<file path="src/rtl/tx_scheduler.sv">
// Link-layer transmit scheduler: trains the serial link with COM characters, then
// arbitrates two byte requesters onto one output with round-robin priority.
module tx_scheduler #(
    parameter int          TRAIN_LEN = 4,
    parameter logic [7:0]  COM       = 8'hBC
) (
    input  logic       clk_4f,
    input  logic       reset,
    input  logic       enable,
    input  logic [7:0] data0,
    input  logic       valid0,
    output logic       ready0,
    input  logic [7:0] data1,
    input  logic       valid1,
    output logic       ready1,
    output logic [7:0] data_out,
    output logic       valid_out,
    output logic       link_up
);

    localparam int CNT_W = (TRAIN_LEN > 1) ? $clog2(TRAIN_LEN) : 1;

    typedef enum logic [1:0] {
        IDLE   = 2'd0,
        TRAIN  = 2'd1,
        ACTIVE = 2'd2
    } state_t;

    state_t           state_q, state_d;
    logic [CNT_W-1:0] cnt_q, cnt_d;
    logic             prio_q, prio_d;
    logic             grant0, grant1;
    logic             can_send;
    logic [7:0]       data_p1;
    logic             vld_p1;

    // Next-state, training count and arbitration
    always_comb begin
        state_d  = state_q;
        cnt_d    = cnt_q;
        prio_d   = prio_q;
        can_send = 1'b0;
        grant0   = 1'b0;
        grant1   = 1'b0;

        case (state_q)
            IDLE: begin
                cnt_d = '0;
                if (enable) state_d = TRAIN;
            end
            TRAIN: begin
                if (cnt_q == CNT_W'(TRAIN_LEN - 1)) begin
                    state_d = ACTIVE;
                    cnt_d   = '0;
                end else begin
                    cnt_d = cnt_q + CNT_W'(1);
                end
            end
            ACTIVE: begin
                cnt_d = '0;
            end
            default: begin
                state_d = IDLE;
                cnt_d   = '0;
            end
        endcase

        // Dropping enable aborts training or traffic unconditionally
        if (!enable) begin
            state_d = IDLE;
            cnt_d   = '0;
        end

        // Reset gates grants so nothing is consumed on the aborting edge
        can_send = (state_q == ACTIVE) && enable && !reset;
        grant0   = can_send && valid0 && (!valid1 || !prio_q);
        grant1   = can_send && valid1 && (!valid0 ||  prio_q);

        if (grant0)      prio_d = 1'b1;
        else if (grant1) prio_d = 1'b0;
    end

    // Stage p1: state and registered output byte
    always_ff @(posedge clk_4f) begin
        if (reset) begin
            state_q <= IDLE;
            cnt_q   <= '0;
            prio_q  <= 1'b0;
            data_p1 <= COM;
            vld_p1  <= 1'b0;
        end else begin
            state_q <= state_d;
            cnt_q   <= cnt_d;
            prio_q  <= prio_d;
            vld_p1  <= grant0 || grant1;
            if (grant0)      data_p1 <= data0;
            else if (grant1) data_p1 <= data1;
            else             data_p1 <= COM;
        end
    end

    assign ready0    = grant0;
    assign ready1    = grant1;
    assign data_out  = data_p1;
    assign valid_out = vld_p1;
    assign link_up   = (state_q == ACTIVE);

endmodule

</file>
<file path="config.mk">
export PLATFORM = sky130hd
export DESIGN_NAME = tx_scheduler
export DESIGN_NICKNAME = d
export VERILOG_FILES = /design/src/rtl/tx_scheduler.sv
export SDC_FILE = /design/constraint.sdc
export NUM_CORES = 1
export LEC_CHECK = 0
export BUFFER_PORTS_ARGS = -buffer_cell sky130_fd_sc_hd__buf_2
export CAP_MARGIN = 20
export CORE_MARGIN = 5
export CORE_UTILIZATION = 30
export DETAILED_ROUTE_END_ITERATION = 16
export SLEW_MARGIN = 20
export SYNTH_ARGS = -nofsm -noshare
export SYNTH_HDL_FRONTEND = slang
export SYNTH_SLANG_ARGS = --single-unit
</file>
<file path="constraint.sdc">
create_clock -name clk_4f -period 1.4 [get_ports clk_4f]
set_input_delay 0.07 -clock clk_4f [delete_from_list [all_inputs] [get_ports clk_4f]]
set_output_delay 0.07 -clock clk_4f [all_outputs]
set_load 0.1 [all_outputs]
</file>
==> metrics.txt <==
IO buf count=32; die area=0.00280 mm2; vias in the first global route=587; num rows=15; Reg clk slew, reported paths=90 ps; Worst path slowest cell=dfxtp_2; total global routing overflow=0; endpoints failing hold=0; Synth Area in Compound Gates=0.213; CTS tree=done; Synth Area in XOR/XNOR=0; register area share after synthesis=0.508; Layout area overhead=57.1%; total chip power=0.698 mW; slew margin rel.=0.675; vias per inst=about 4.7; H-tree levels=1; die width=52.9 um; Synth Area in Simple Gates=0.240; outcome=finished clean; CP delay by family, top=simple AND/OR/NAND/NOR gates; final setup fails=0; Worst Tran Pin Value=roughly 490 ps; multiplexer area fraction after synthesis=0; max cap viols=0; Synth Cell Area=~550 um2; maximum clock rate=approximately 730 MHz; CP cell instances=and2b_4 -> nand2_4 -> nor3_4 -> buf_12; layout cell share with drive strength beyond 1=0.516; critical path data required time=around 1300 ps; ANT cells=0; Post-DRT Antenna Nets=0; core area=approximately 0.0017 mm2; worst path bufs/invs=1; Total Nets Final=117; Clock Path Buffers=2; Synthesis Warnings=0; drt pass-1 iters=4; Routability Congestion=between 0.7 and 0.8; Root Driver=clkbuf_4; fillers=~170; Final Cycle Share=0.983; worst endpoint data arrival time=1310 ps; #FFs+latches synth=14; cts bufs inserted=3; Adder-Cell Fraction of Synth Area=0.0227; RSZ-0062 raised after global routing=yes; drt initial violations=4; pre-CTS setup slack=around 200 ps; first-pass GRT wire length=2.39 mm; Crit. End Element=primary output; routed len/inst=11.9 um; Starting Density=0.316; I/O pin cnt=33; Netlist cell types=20; Leak Pwr=approximately 0.38 nW; Post-Route WL=approximately 1.4 mm; Slew Limit Fails=0; syn_nets=between 70 and 80; CTS Sinks=14; Die H=52.9 um; critical path's largest stage delay=~340 ps; largest net degree at the start of global routing=9; main combinational cell family by area after synthesis=simple AND/OR/NAND/NOR gates; drc violations=0; Power per Cell Area=between 800 and 900 mW/mm2; skew final=around 9.4 ps; crit-path max FO=6; CP Launch Type=flip-flop; Clk Latency, worst-skew pair=approximately 270 ps; critical path type=flip-flop to primary output; setup TNS=0 ps; Peak VDD IR=0.000449 V; Final Critical Period=1380 ps; Setup WS post-layout=roughly 24 ps; Cells after Synth=56; gr usage total=0.116; initial antenna violation count=0; Via Count=between 500 and 600; Hold Path Class=input pin to flip-flop; Syn Area/Cell=slightly below 10 um2; hpwl dp=~1.1 mm
Yosys cell counts (all sizes together):
master	number	share of area
nor4	1	0.011
o32ai	5	0.079
clkbuf	1	0.0091
and2b	3	0.041
nor2	7	0.048
nand2	7	0.048
nand2b	3	0.034
a21bo	1	0.018
a32oi	3	0.048
inv	1	0.0068
ha	1	0.023
a21boi	1	0.014
a211oi	1	0.014
nor3	2	0.018
nor2b	1	0.011
a311oi	1	0.016
and4bb	1	0.029
a21oi	2	0.025
dfxtp	14	0.51
repair_timing:
action / in CTS / in global routing
hold buffers: 1 / 0
endpoints found under the hold margin: 1 / 0
setup endpoints to repair: 1 / 1
pin swaps: 2 / 0
resized for setup: 3 / 1
cloned: 0 / 0
buffers inserted: 2 / 0
final timing paths:
| path | depth (start not counted) | to | start | slack, ps |
|---|---|---|---|---|
| max | 4 | ready1 | state_q[0]$_SDFFE_PP0P_ | 20 |
| min | 3 | data_out[4]$_SDFF_PP1_ | data0[4] | 10 |
| max reg2reg | 4 | data_out[7]$_SDFF_PP1_ | prio_q$_SDFFE_PP0P_ | 210 |
| min reg2reg | 1 | cnt_q[0]$_SDFF_PP0_ | cnt_q[0]$_SDFF_PP0_ | 430 |
worst register-to-register path, stage by stage, from the launching register on:
cell	delay (ps)
dfxtp_4	380
and2b_2	240
buf_4	150
o32ai_1	240
nand2_1	80
through the flow:
stage               instance area, um2  utilization  std cells  hold slack (ps)
finish                             867        0.497        118             12.8
global route                       867        0.497        118             16.2
CTS                                866        0.496        118            0.962
detailed placement                 813        0.466        112              282
global placement                   813        0.466        112              279
floorplan                          582            -         56              142
report_power, final:
group	total (mW)	internal [mW]	leakage [nW]	switching, mW
sequential	0.401	0.399	0.115	0.00199
clock	0.220	0.0993	0.0138	0.120
combinational	0.0778	0.0416	0.248	0.0362
total	0.698	0.539	0.377	0.158
metal layers:
| metal | routed length (um) | global-route usage | vias to the layer above |
|---|---|---|---|
| li1 | - | - | 286 |
| met1 | 618 | 0.145 | 243 |
| met2 | 663 | 0.182 | 22 |
| met3 | 92 | 0.0282 | 4 |
| met4 | 25 | 0.0638 | 0 |
| met5 | 0 | 0 | - |
kinds of logic (layout without fill, tap and decap cells):
| group | after synthesis | in the layout |
|---|---|---|
| simple gates | 25 | 25 |
| compound gates | 14 | 14 |
| flops | 14 | 14 |
| fa+ha+maj | 1 | 1 |
| buf+inv | 2 | 39 |
state kept, by name, summed over array words and instances (netlist names):
signal     cells
data_out       8
cnt_q          2
state_q        2
prio_q         1
valid_out      1
placed cells by master (no fill, tap or decap), types with 2 or more instances in the layout:
cell type / instances
a32oi_1: 3
buf_4: 2
nand2b_1: 3
dfxtp_2: 2
clkbuf_4: 3
buf_2: 29
buf_12: 3
nand2_1: 6
nor2_1: 6
o32ai_1: 5
dfxtp_1: 11
cell type report:
type,instances,area [um2],area share
clock buffer,3,22.5,0.0260
tap,25,31.3,0.0361
multi-input combinational,40,293,0.338
inverter,1,3.75,0.00433
timing repair buffer,35,230,0.266
sequential,14,287,0.330
Note: power is estimated with default switching activity, not from simulation.
